$ cat src/rtl/serial_subtractor_if.sv
// rtl/serial_subtractor_if.sv - handshake and operand/result bundle for serial_subtractor
//
// Signals:
//   Start    request to begin a subtraction (sampled only while the block is idle)
//   A, B     minuend and subtrahend, captured on the accepting edge
//   Busy     high while bits are being processed
//   Done     one-cycle completion pulse
//   Diff     A-B modulo 2^WIDTH
//   Bout     final borrow (A<B unsigned)
//   Overflow two's-complement overflow of A-B
// master drives the request side, slave is the subtractor.
interface serial_subtractor_if #(
    parameter int WIDTH = 16
);
    logic             Start;
    logic [WIDTH-1:0] A;
    logic [WIDTH-1:0] B;
    logic             Busy;
    logic             Done;
    logic [WIDTH-1:0] Diff;
    logic             Bout;
    logic             Overflow;

    modport master (
        output Start, A, B,
        input  Busy, Done, Diff, Bout, Overflow
    );

    modport slave (
        input  Start, A, B,
        output Busy, Done, Diff, Bout, Overflow
    );
endinterface

$ cat src/rtl/serial_subtractor.sv
// rtl/serial_subtractor.sv - bit-serial A-B subtractor, LSB first, one bit per clock
//
// Ports:
//   Clk      single clock, rising edge
//   Reset_n  asynchronous active-low reset
//   bus      serial_subtractor_if.slave: Start/A/B in, Busy/Done/Diff/Bout/Overflow out
//
// Timing: Start accepted at edge k -> Busy during cycles after edges k..k+WIDTH-1,
// Done during the cycle after edge k+WIDTH, back to IDLE on the following edge.
module serial_subtractor #(
    parameter int WIDTH = 16
) (
    input  logic                Clk,
    input  logic                Reset_n,
    serial_subtractor_if.slave  bus
);
    localparam int CW = (WIDTH > 1) ? $clog2(WIDTH) : 1;

    typedef enum logic [1:0] {
        IDLE  = 2'd0,
        SHIFT = 2'd1,
        DONE  = 2'd2
    } state_t;

    state_t           state;
    state_t           state_next;

    logic [WIDTH-1:0] a_sr;
    logic [WIDTH-1:0] b_sr;
    logic [WIDTH-1:0] res_sr;
    logic [CW-1:0]    cnt;
    logic             br;
    logic             bout_q;
    logic             ov_q;

    logic             a0;
    logic             b0;
    logic             d;
    logic             br_next;
    logic             last_bit;

    // Full-subtractor cell on the current LSBs.
    assign a0       = a_sr[0];
    assign b0       = b_sr[0];
    assign d        = a0 ^ b0 ^ br;
    assign br_next  = (~a0 & b0) | (~(a0 ^ b0) & br);
    assign last_bit = (cnt == CW'(WIDTH - 1));

    always_comb begin
        state_next = state;
        case (state)
            IDLE:    if (bus.Start) state_next = SHIFT;
            SHIFT:   if (last_bit)  state_next = DONE;
            DONE:    state_next = IDLE;
            default: state_next = IDLE;
        endcase
    end

    always_ff @(posedge Clk or negedge Reset_n) begin
        if (!Reset_n) begin
            state <= IDLE;
        end else begin
            state <= state_next;
        end
    end

    always_ff @(posedge Clk or negedge Reset_n) begin
        if (!Reset_n) begin
            a_sr   <= '0;
            b_sr   <= '0;
            res_sr <= '0;
            cnt    <= '0;
            br     <= 1'b0;
            bout_q <= 1'b0;
            ov_q   <= 1'b0;
        end else begin
            case (state)
                IDLE: begin
                    if (bus.Start) begin
                        a_sr   <= bus.A;
                        b_sr   <= bus.B;
                        res_sr <= '0;
                        cnt    <= '0;
                        br     <= 1'b0;
                        bout_q <= 1'b0;
                        ov_q   <= 1'b0;
                    end
                end
                SHIFT: begin
                    res_sr <= {d, res_sr[WIDTH-1:1]};
                    a_sr   <= a_sr >> 1;
                    b_sr   <= b_sr >> 1;
                    br     <= br_next;
                    cnt    <= cnt + CW'(1);
                    if (last_bit) begin
                        bout_q <= br_next;
                        // On the last bit a0/b0 are the operand sign bits.
                        ov_q   <= (a0 != b0) && (d != a0);
                    end
                end
                default: begin
                end
            endcase
        end
    end

    assign bus.Busy     = (state == SHIFT);
    assign bus.Done     = (state == DONE);
    assign bus.Diff     = res_sr;
    assign bus.Bout     = bout_q;
    assign bus.Overflow = ov_q;
endmodule

$ cat src/flat_wrapper.sv
// flat-port wrapper written by rule: the top's interface ports become plain ports
module serial_subtractor_flat 
#(
    parameter int WIDTH = 16
)
  (Clk, Reset_n, bus_Start, bus_A, bus_B, bus_Busy, bus_Done, bus_Diff, bus_Bout, bus_Overflow);
  serial_subtractor_if #(.WIDTH(WIDTH)) bus_i ();
  input  logic Clk;
  input  logic Reset_n;
  input wire logic [$bits(bus_i.Start)-1:0] bus_Start;
  input wire logic [$bits(bus_i.A)-1:0] bus_A;
  input wire logic [$bits(bus_i.B)-1:0] bus_B;
  output wire logic [$bits(bus_i.Busy)-1:0] bus_Busy;
  output wire logic [$bits(bus_i.Done)-1:0] bus_Done;
  output wire logic [$bits(bus_i.Diff)-1:0] bus_Diff;
  output wire logic [$bits(bus_i.Bout)-1:0] bus_Bout;
  output wire logic [$bits(bus_i.Overflow)-1:0] bus_Overflow;
  assign bus_i.Start = bus_Start;
  assign bus_i.A = bus_A;
  assign bus_i.B = bus_B;
  assign bus_Busy = bus_i.Busy;
  assign bus_Done = bus_i.Done;
  assign bus_Diff = bus_i.Diff;
  assign bus_Bout = bus_i.Bout;
  assign bus_Overflow = bus_i.Overflow;
  serial_subtractor #(.WIDTH(WIDTH)) u_core (.Clk(Clk), .Reset_n(Reset_n), .bus(bus_i));
endmodule
$ cat config.mk
export PLATFORM = sky130hd
export DESIGN_NAME = serial_subtractor_flat
export DESIGN_NICKNAME = d
export VERILOG_FILES = /design/src/rtl/serial_subtractor_if.sv /design/src/rtl/serial_subtractor.sv /design/src/flat_wrapper.sv
export SDC_FILE = /design/constraint.sdc
export NUM_CORES = 1
export LEC_CHECK = 0
export ABC_CLOCK_PERIOD_IN_PS = 2700
export CELL_PAD_IN_SITES_DETAIL_PLACEMENT = 1
export CELL_PAD_IN_SITES_GLOBAL_PLACEMENT = 2
export CORE_ASPECT_RATIO = 1.4
export CORE_UTILIZATION = 35
export DETAILED_ROUTE_END_ITERATION = 12
export GPL_ROUTABILITY_DRIVEN = 0
export HOLD_SLACK_MARGIN = 0.02
export MAX_ROUTING_LAYER = met4
export PLACE_DENSITY_LB_ADDON = 0.3
export SYNTH_ARGS = -nofsm -noshare
export SYNTH_HDL_FRONTEND = slang
export SYNTH_SLANG_ARGS = --single-unit
export TNS_END_PERCENT = 20
$ cat constraint.sdc
create_clock -name Clk -period 2.7 [get_ports Clk]
set_input_delay 0.54 -clock Clk [delete_from_list [all_inputs] [get_ports Clk]]
set_output_delay 0.54 -clock Clk [all_outputs]
set_load 0.01 [all_outputs]
## Word level (Yosys, flattened, before mapping)

Cells that the tools add are included.

- Word-level logic and storage cells: 46
- Output and inout bits: 20
- Register bits: 57
- Input bits: 35

- Bitwise gates (word level): 7
- Reductions and logical operators: 6
- Add/subtract/negate cells: 1
- Mux-type cells: 17
- Eq/ne operators: 7

Operator list:

| kind | number |
|---|---|
| case mux 16 bit (2 select lines) | 3 |
| 2-to-1 mux 16 bit | 3 |
| case mux 4 bit (2 select lines) | 1 |
| case mux 1 bit (2 select lines) | 3 |
| adder 4 x 1 -> 4 bit (second input constant) | 1 |
| == test 4 bit (second input constant) | 1 |
| 2-to-1 mux 2 bit | 2 |
| 2-to-1 mux 4 bit | 1 |
| case mux 2 bit (2 select lines) | 1 |
| AND reduction 2 bit | 2 |
| 2-to-1 mux 1 bit | 3 |
| AND reduction 3 bit | 1 |
| AND 1 bit | 2 |
| == test 2 x 1 -> 1 bit (second input constant) | 1 |
| == test 2 bit (second input constant) | 1 |
| logical NOT 2 bit | 1 |
| inequality test 1 bit | 2 |
| inequality test 2 x 1 -> 1 bit (second input constant) | 1 |
| inequality test 2 bit (second input constant) | 1 |
| NOT 1 bit | 2 |
| nonzero test 2 bit | 1 |
| XOR 1 bit | 2 |
| logical AND 1 bit | 1 |
| OR 1 bit | 1 |

## Longest topological paths before layout

Gate-level depths: netlist of run 1.

- Depth in word-level cells: 6
- Mapped depth: 5
- Depth with buffers taken out: 5

## Worst setup path after synthesis of run 1

OpenSTA, ideal clock, no wires.

- Path type: register to register
- From: register u_core.br
- To: register u_core.ov_q, in the netlist u_core.bus.Overflow
- Setup time: 121 ps
- Arrival: 1298 ps
- Period minus slack after synthesis: 1419 ps
- Buffers on the path: 0
- Data required time: 2579 ps
- Cell stages (with the launch flop): 5
- Path slack: 1281 ps
- Path through: dfrtp_1 -> fa_1 -> xor2_1 -> nor2_1 -> a22o_1

- Cells in the longest elaborated chain, start to end: 5

Ends and longest elaborated chain:

| item | RTL line | text |
|---|---|---|
| start: declaration | serial_subtractor.sv:32 | `logic br;` |
| start signal: assignment | serial_subtractor.sv:93 | `br <= br_next;` |
| XOR 1 bit | serial_subtractor.sv:45 | `assign d = a0 ^ b0 ^ br;` |
| inequality test 1 bit | serial_subtractor.sv:98 | `ov_q <= (a0 != b0) && (d != a0);` |
| logical AND 1 bit | serial_subtractor.sv:98 |  |
| 2-to-1 mux 1 bit | serial_subtractor.sv:95 | `if (last_bit) begin` |
| case mux 1 bit (2 select lines) | serial_subtractor.sv:77 | `case (state)` |
| end signal: assignment | serial_subtractor.sv:98 |  |
| end: declaration | serial_subtractor.sv:34 | `logic ov_q;` |

No other way between the ends. The select of a mux whose other input is x is not followed.
A chain may end at the register's enable or synchronous reset.

## Final worst setup path of run 1

- From: register u_core.state[0]
- To: output bus_Busy

- Cells in the longest elaborated chain, start to end: 1

Ends and longest elaborated chain:

| item | RTL line | text |
|---|---|---|
| start: declaration | serial_subtractor.sv:25 | `state_t state;` |
| start signal: assignment | serial_subtractor.sv:63 | `state <= state_next;` |
| == test 2 x 1 -> 1 bit | serial_subtractor.sv:107 | `assign bus.Busy = (state == SHIFT);` |
| end: declaration | flat_wrapper.sv:13 | `output wire logic [$bits(bus_i.Busy)-1:0] bus_Busy;` |

No other way between the ends.

==> results.md, run 1 <==
- Setup violators final: 0
- Count leader, synth: dfrtp_1
- Core Rows: 36
- Combinational power share: 0.399
- CP Data Arrival Time: 1.71 ns
- Clk root buf: clkbuf_8
- Antenna Nets Post-Route: 0
- CTS Sinks: 57
- Layout cells sized above 1: 0.104
- GRT Total Usage: 0.163
- Initial core utilization: 0.366
- Synth Cell Area: 2570 sq um
- Clk Latency, worst-skew pair: 0.33 ns
- Hold Vio Cnt, Final: 0
- Yosys reg bits: 57
- Routed WL: 5.24 mm
- Sw frac: 0.350
- Psw: 1.31 mW
- Synth top area cells: dfrtp_1, mux2i_1, a22o_1
- Post-route minimum period: 2.25 ns
- Reg power frac: 0.395
- Setup Buffers After CTS: 0
- First-pass GRT wire length: 8.94 mm
- Hpwl dp: 3.66 mm
- Outcome: finished, final reports clean
- PostCTS Resize Cnt: 0
- Crit Path Category: register to output pin
- Final Cycle Share: 0.833
- Leak Pwr: 1.58 nW
- Yosys top cell area share: 0.555
- Req. time, crit path: 2.16 ns
- DR pass1 iterations: 4
- H-tree levels: 3
- MaxCap Viol Count: 0
- Area post-placement: 3140 sq um
- Post-synth ARST share: 1.00
- Commonest cells in the netlist: dfrtp_1, nand2_1, mux2i_1, o21ai_1, a22o_1
- Clock Skews: 0.0112 ns
- Int Power: 2.44 mW
- Core area: 7030 sq um
- Share of total power in the clock network: 0.206
- DIE WIDTH: 74.4 microns
- PwrDens: 1120 nW/um^2
- Yosys warns: 0
- Antenna violations before repair: 0
- Max rail drop VDD: 441 uV
- Setup TNS: 0 ns
- Initial DRC Count: 121
- Grt ovf: 0
- Io pins: 55
- Worst-margin pin slew: 0.662 ns
- Syn_nets: 254
- Vias in the first global route: 1,846
- Worst-path clk slew: 0.07 ns
- Rel. slew slack: 0.559
- Fill cell count: 770
- Wire per inst: 14.0 microns
- Yosys top cell by area: dfrtp_1
- Final Power: 3.75 mW
- Vias: 1,819
- RSZ-0062 raised after global routing: no
- TritonCTS clock tree: yes
- DRC Markers: 0
- Final nets: 311
- P&R area growth vs syn: 30.0%
- Post-CTS Hold Fix Bufs: 0
- Cells after synthesis: 216
- Drt via density: 4.88
- EDFF count, synth: 0
- Max Fclk: 0.445 GHz
- Syn_area_per_cell: 11.9 sq um
- CTS Buf Count: 9
- # diodes: 0
- Die height: 103 microns
- Min Hold Slack: 0.233 ns
- Slew Limit Fails: 0
- Post-synthesis sequential area ratio: 0.555
- IO buf count: 54
- Post-synthesis cell type count: 31
- Design Area, Final: 3340 sq um
- Die area: 7690 sq um
- Largest net degree at the start of global routing: 32
- Min-Delay Path Class: primary input to asynchronous set/reset pin
- Setup crit start kind: register
- Max Root-Sink Buffers: 2
- Main synth FF type: dfrtp_1
- CP endpoint kind: output pin
- Crit-path max FO: 25
==> layout make-up <==
type / instances / area, sq um / area share
inverters: 4 / 27.5 / 0.00824
clock buffers: 9 / 124 / 0.0371
well taps: 95 / 119 / 0.0356
multi-input cells: 141 / 966 / 0.289
repair buffers: 60 / 606 / 0.181
flip-flops and latches: 57 / 1430 / 0.427
clock inverters: 7 / 71.3 / 0.0214
==> placed cells by master, fill, tap and decap left out, types with 2 or more instances in the layout <==
cell type,synthesis,layout
a22o_1,20,20
buf_12,3,2
buf_4,3,4
clkbuf_8,2,9
clkdlybuf4s50_1,0,53
clkinv_2,0,2
clkinvlp_4,0,3
dfrtp_1,57,57
ha_1,2,2
inv_1,3,3
mux2i_1,30,30
nand2_1,35,35
nand3_1,3,3
nor2_1,3,3
o21ai_0,4,4
o21ai_1,30,30
==> cell families (layout without fill, tap and decap cells) <==
family / after synthesis / count (layout) / synth area share
xor gates and xnor gates: 1 / 1 / 0.00341
and+or+nand+nor: 48 / 48 / 0.0857
muxes: 30 / 30 / 0.117
AOI/OAI and AO/OA: 59 / 59 / 0.150
adders and majority gates: 3 / 3 / 0.0175
DFF: 57 / 57 / 0.555
buffers and inverters: 18 / 80 / 0.0716
==> registers in the layout (all words and copies together) (netlist names) <==
register and cells:
u_core.a_sr 16, u_core.b_sr 16, u_core.br 1, u_core.bus.Bout 1
u_core.bus.Diff 16, u_core.bus.Overflow 1, u_core.cnt 4, u_core.state 2
==> path summary, 6_finish.rpt <==
path                                      start                  to  slack (ns)  cells past startpoint
worst max-delay path            u_core.state[0]            bus_Busy        0.45                      3
worst min-delay path                    Reset_n      u_core.b_sr[5]        0.23                      1
worst max register to register  u_core.state[0]     u_core.a_sr[12]        0.96                      5
worst min register to register   u_core.b_sr[5]      u_core.b_sr[5]        0.49                      2
max in group asynchronous               Reset_n  u_core.bus.Diff[4]        1.86                      2
min in group Clk                 u_core.b_sr[5]      u_core.b_sr[5]        0.49                      2
==> worst max-delay path: stages (launching register included) <==
cell and delay [ns]:
dfrtp_1 0.55, nand2b_4 0.13, clkinv_8 0.14, clkdlybuf4s50_1 0.55
==> stage by stage <==
stage | worst slack (ns) | utilization | instances
after floorplan | 1.28 | - | 216
after global placement | 0.698 | 0.447 | 357
after detailed placement | 0.618 | 0.447 | 357
after CTS | 0.427 | 0.475 | 373
after global routing | 0.374 | 0.475 | 373
final | 0.452 | 0.475 | 373
==> power groups by stage <==
stage | Sequential [mW] | Combinational (mW) | Clock (mW)
final | 1.48 | 1.50 | 0.775
after CTS | 1.48 | 1.53 | 0.800
after global placement | 1.49 | 1.48 | 0
after global routing | 1.53 | 1.69 | 0.841
after detailed placement | 1.50 | 1.53 | 0
after floorplan | 1.48 | 1.10 | 0
==> layer usage <==
| layer | global-route usage | vias up | wire (microns) |
|---|---|---|---|
| met5 | - | - | 0 |
| met4 | 0.0827 | 0 | 123 |
| met3 | 0.0329 | 11 | 173 |
| met2 | 0.248 | 36 | 2500 |
| met1 | 0.203 | 887 | 2440 |
| li1 | - | 885 | - |
(Power assumes the default switching activity.)
==> inputs of run 2 (changes only) <==
Settings changed: ABC_CLOCK_PERIOD_IN_PS 2700 to 1980, CORE_UTILIZATION 35 to 30.
Clock period 2.7 ns to 1.98 ns, I/O delays scaled along.
==> run 2 against run 1 <==
Compared with the run above:
- clock power up 120%
- critical endpoint unchanged
- count of clock-buffer cells in the layout up 2
- register-to-register slack worse by 0.47 ns
- wire length up 3.2%
- sequential power up 36%
- critical path depth unchanged
- via count up 0.11%
- sequential share of layout area down 2.0 points
- cell count up 2.1%
- worst setup slack worse by 0.38 ns
- combinational power up 39%
==> results.md, run 2 (same netlist as run 1, synthesis figures left out) <==
- DRC Markers: 0
- Crit Path Category: register to output pin
- CP Data Arrival Time: 1.51 ns
- Max rail drop VDD: 777 uV
- Req. time, crit path: 1.58 ns
- Area post-placement: 3160 sq um
- Footprint of the multi-input gates: 966 sq um
- Worst slack, placed: 0.273 ns
- Final Non-Filler Cells: 381
- GRT Total Usage: 0.143
- Initial core utilization: 0.311
- Max Fclk: 0.524 GHz
- Combinational power share: 0.361
- Clk root buf: clkbuf_16
- Crit-path max FO: 16
- Vias: 1,821
- Grt ovf: 0
- Routed WL: 5.40 mm
- Die area: 8940 sq um
- CP Cell Sequence: nand2b_4 > clkinv_8 > clkdlybuf4s50_1
- Final worst slack: 0.0703 ns
- RSZ-0062 raised after global routing: no
- Wire per inst: 14.2 microns
- Share of total power in the clock network: 0.290
- Min-Delay Path Class: primary input to asynchronous set/reset pin
- Worst path max stage delay: 0.54 ns
- Min Hold Slack: 0.0432 ns
- Max Root-Sink Buffers: 2
- Final nets: 312
- Outcome: finished, final reports clean
- Setup violators final: 0
- IO buf count: 54
- Inst Count DP: 363
- TritonCTS clock tree: yes
- FF+latch area: 1430 sq um
- First-pass GRT wire length: 9.45 mm
- Hold Vio Cnt, Final: 0
- Slew Limit Fails: 0
- Design Area, Final: 3510 sq um
- MaxCap Viol Count: 0
- PwrDens: 1650 nW/um^2
- Final Power: 5.78 mW
- CTS Sinks: 57
- P&R area growth vs syn: 36.5%
- Largest net degree at the start of global routing: 58
- Fill cell count: 883
- H-tree levels: 3
- Worst-path clk slew: 0.05 ns
- Hpwl dp: 3.48 mm
- Clk Latency, worst-skew pair: 0.32 ns
- Antenna violations before repair: 0
- Core Rows: 39
- DR pass1 iterations: 4
- CTS Buf Count: 9
- Int Power: 3.95 mW
- Most frequent cells in the layout: dfrtp_1, clkdlybuf4s50_1, nand2_1
- Initial DRC Count: 66
- Layout cells sized above 1: 0.111
- DIE WIDTH: 80.2 microns
- Leak Pwr: 1.68 nW
- Clock Skews: 0.00500 ns
- Post-CTS Hold Fix Bufs: 0
- Core area: 8250 sq um
- Post-route minimum period: 1.91 ns
- Rel. slew slack: 0.779
- Psw: 1.83 mW
- Drt via density: 4.78
- Io pins: 55
- Antenna Nets Post-Route: 0
- Final Cycle Share: 0.964
- Reg power frac: 0.349
- Setup TNS: 0 ns
- CP endpoint kind: output pin
- Commonest non-fill, non-tap cell in the layout: dfrtp_1
- Worst-margin pin slew: 0.331 ns
- Vias in the first global route: 1,973
- Die height: 111 microns
- Setup crit start kind: register
- # diodes: 0
- Sw frac: 0.317
- Slowest cell on the critical path: clkdlybuf4s50_1
- Fin util: 0.425
-- run 2: final cells by class --
class,count,share of cell area
clock buffer,11,0.0721
clock inverter,5,0.0221
inverter,4,0.00785
multi-input combinational,141,0.275
sequential,57,0.407
tap,102,0.0364
timing repair buffer,61,0.179
-- run 2: routing by layer --
metal	vias to the layer above	global-route usage	routed length (microns)
met2	34	0.231	2700
li1	878	-	-
met4	0	0.0607	116
met3	9	0.0361	151
met1	900	0.166	2430
met5	-	-	0
-- run 2: path summary, 6_finish.rpt --
kind                                       end             from  slack (ns)  cells after the start
hold / removal                  u_core.b_sr[8]          Reset_n        0.04                      2
setup / recovery                      bus_Busy  u_core.state[1]        0.07                      3
setup reg to reg           u_core.bus.Overflow   u_core.a_sr[0]        0.49                      5
hold reg to reg                u_core.a_sr[11]  u_core.a_sr[11]        0.48                      2
min in group Clk               u_core.a_sr[11]  u_core.a_sr[11]        0.48                      2
max in group asynchronous       u_core.b_sr[3]          Reset_n        1.63                      2
-- run 2: worst max-delay path: cells and delay by family, from the launching register on --
kind,cells,cell delay (ns)
buf+inv,2,0.65
flops,1,0.37
simple gates,1,0.17
-- run 2: power groups by stage --
| stage | registers [mW] | logic [mW] | clock network [mW] |
|---|---|---|---|
| after floorplan | 2.02 | 1.50 | 0 |
| after global placement | 2.02 | 2.06 | 0 |
| after detailed placement | 2.04 | 2.10 | 0 |
| after CTS | 2.03 | 2.11 | 1.71 |
| after global routing | 2.09 | 2.34 | 1.77 |
| final | 2.02 | 2.09 | 1.68 |
-- run 2: repair_timing --
| item | 4_1_cts | 5_1_grt |
|---|---|---|
| setup buffers | 0 | 2 |
| setup endpoints to repair | 2 | 2 |
| resized for setup | 1 | 1 |
==> inputs of run 3 (changes only) <==
Settings changed: CORE_MARGIN from default to 3, SKIP_CTS_REPAIR_TIMING from default to 1.
==> run 3 against run 2 <==
Compared with the run above:
- non-clock buffer count grew 1
- clock power fell by 7%
- sequential share of layout area is 0.087 points higher
- critical endpoint is now bus_Done
- largest power group unchanged
- combinational power increased by 2%
- worst setup slack got worse by 0.023 ns
- flip-flop and latch count unchanged
- cell count unchanged
==> results.md, run 3 (same netlist as run 1, synthesis figures left out) <==
- Final Non-Filler Cells: 381
- Core Rows: 39
- Max Fclk: 0.517 GHz
- Final Cycle Share: 0.976
- Setup crit start kind: register
- CTS Sinks: 57
- Commonest non-fill, non-tap cell in the layout: dfrtp_1
- Max Root-Sink Buffers: 2
- Io pins: 55
- # diodes: 0
- Antenna Nets Post-Route: 0
- Clock Skews: 0.00668 ns
- Hold Vio Cnt, Final: 0
- Req. time, crit path: 1.58 ns
- H-tree levels: 3
- Psw: 1.88 mW
- Final worst slack: 0.0472 ns
- Die height: 115 microns
- Worst-path clk slew: 0.05 ns
- Initial DRC Count: 84
- Reg power frac: 0.354
- Grt ovf: 0
- Clk Latency, worst-skew pair: 0.32 ns
- Worst path max stage delay: 0.53 ns
- Wire per inst: 15.2 microns
- TritonCTS clock tree: yes
- Die area: 9720 sq um
- Core area: 8250 sq um
- DR pass1 iterations: 4
- Area post-placement: 3180 sq um
- Slew Limit Fails: 0
- CP endpoint kind: output pin
- MaxCap Viol Count: 0
- Inst Count DP: 364
- Slowest cell on the critical path: clkdlybuf4s50_1
- Drt via density: 4.77
- Fill cell count: 879
- Crit Path Category: register to output pin
- GRT Total Usage: 0.132
- Combinational power share: 0.374
- DIE WIDTH: 84.2 microns
- Design Area, Final: 3500 sq um
- Worst Reg-to-Reg Cells: 5
- Leak Pwr: 1.65 nW
- Layout cells sized above 1: 0.111
- Delay-heaviest family, CP: buffers and inverters
- Share of total power in the clock network: 0.272
- Rel. slew slack: 0.652
- Post-route minimum period: 1.93 ns
- DRC Markers: 0
- First-pass GRT wire length: 9.74 mm
- Crit-path max FO: 6
- PwrDens: 1630 nW/um^2
- Outcome: finished, final reports clean
- Most frequent cells in the layout: dfrtp_1, clkdlybuf4s50_1, nand2_1
- CP Cell Sequence: and2b_2 > clkdlybuf4s50_1
- Hpwl dp: 3.99 mm
- Worst-margin pin slew: 0.522 ns
- Max rail drop VDD: 731 uV
- Final nets: 313
- Initial core utilization: 0.311
- Setup TNS: 0 ns
- Routed WL: 5.79 mm
- Sw frac: 0.329
- Worst slack, placed: 0.281 ns
- Min-Delay Path Class: primary input to asynchronous set/reset pin
- Crit path buffers/inverters: 1
- RSZ-0062 raised after global routing: no
- CTS Buf Count: 9
- Largest net degree at the start of global routing: 44
- Clk root buf: clkbuf_16
- Vias: 1,818
- Vias in the first global route: 1,909
- P&R area growth vs syn: 36.2%
- CP Data Arrival Time: 1.54 ns
- Antenna violations before repair: 0
- IO buf count: 54
- Int Power: 3.84 mW
- Worst path depth: 2
- Setup violators final: 0
==> run 3: cell types whose count changed in the layout (fill, tap and decap cells not counted) <==
cell,delta
bufinv_16,-1
dlymetal6s2s_1,-1
buf_12,+1
clkinv_2,-2
clkinvlp_4,+2
clkdlybuf4s50_1,+1
==> run 3: stage by stage <==
stage          hold slack (ns)  power [mW]   util
5_1_grt                 0.0972        6.14  0.424
3_3_place_gp             0.405        4.12  0.385
3_5_place_dp             0.412        4.20  0.385
2_1_floorplan            0.100        3.52      -
4_1_cts                 0.0663        5.80  0.422
6_report                0.0506        5.72  0.424
==> run 3: area by class of cell <==
class	count	area [sq um]	share of cell area
repair buffers	62	646	0.184
inverters	4	27.5	0.00787
flip-flops and latches	57	1430	0.408
clock inverters	4	52.6	0.0150
well taps	102	128	0.0365
clock buffers	11	253	0.0722
multi-input cells	141	966	0.276
==> run 3: path summary, 6_finish.rpt <==
path                            startpoint                   to  slack (ns)
max in group asynchronous          Reset_n  u_core.bus.Diff[11]        1.37
min in group Clk            u_core.b_sr[9]       u_core.b_sr[9]        0.48
min reg2reg                 u_core.b_sr[9]       u_core.b_sr[9]        0.48
max                        u_core.state[0]             bus_Done        0.05
min                                Reset_n   u_core.bus.Diff[9]        0.05
max reg2reg                 u_core.a_sr[0]  u_core.bus.Overflow        0.43
==> run 3: power by group through the flow <==
stage               combinational (mW)  sequential, mW  clock [mW]
floorplan                         1.50            2.02           0
global placement                  2.09            2.04           0
detailed placement                2.14            2.05           0
finish                            2.14            2.02        1.56
global route                      2.37            2.11        1.66
CTS                               2.16            2.04        1.60
==> run 3: layer usage <==
metal,vias to the layer above,share of wire,GRT usage
met5,-,0,-
met4,0,0.014,0.0547
met3,4,0.028,0.0334
met2,29,0.53,0.218
met1,905,0.42,0.154
li1,880,-,-
==> run 3: worst register-to-register path, stage by stage (launching register included) <==
cell,delay (ns)
dfrtp_1,0.41
inv_1,0.09
fa_1,0.55
xor2_1,0.15
nor2_1,0.06
a22o_1,0.19
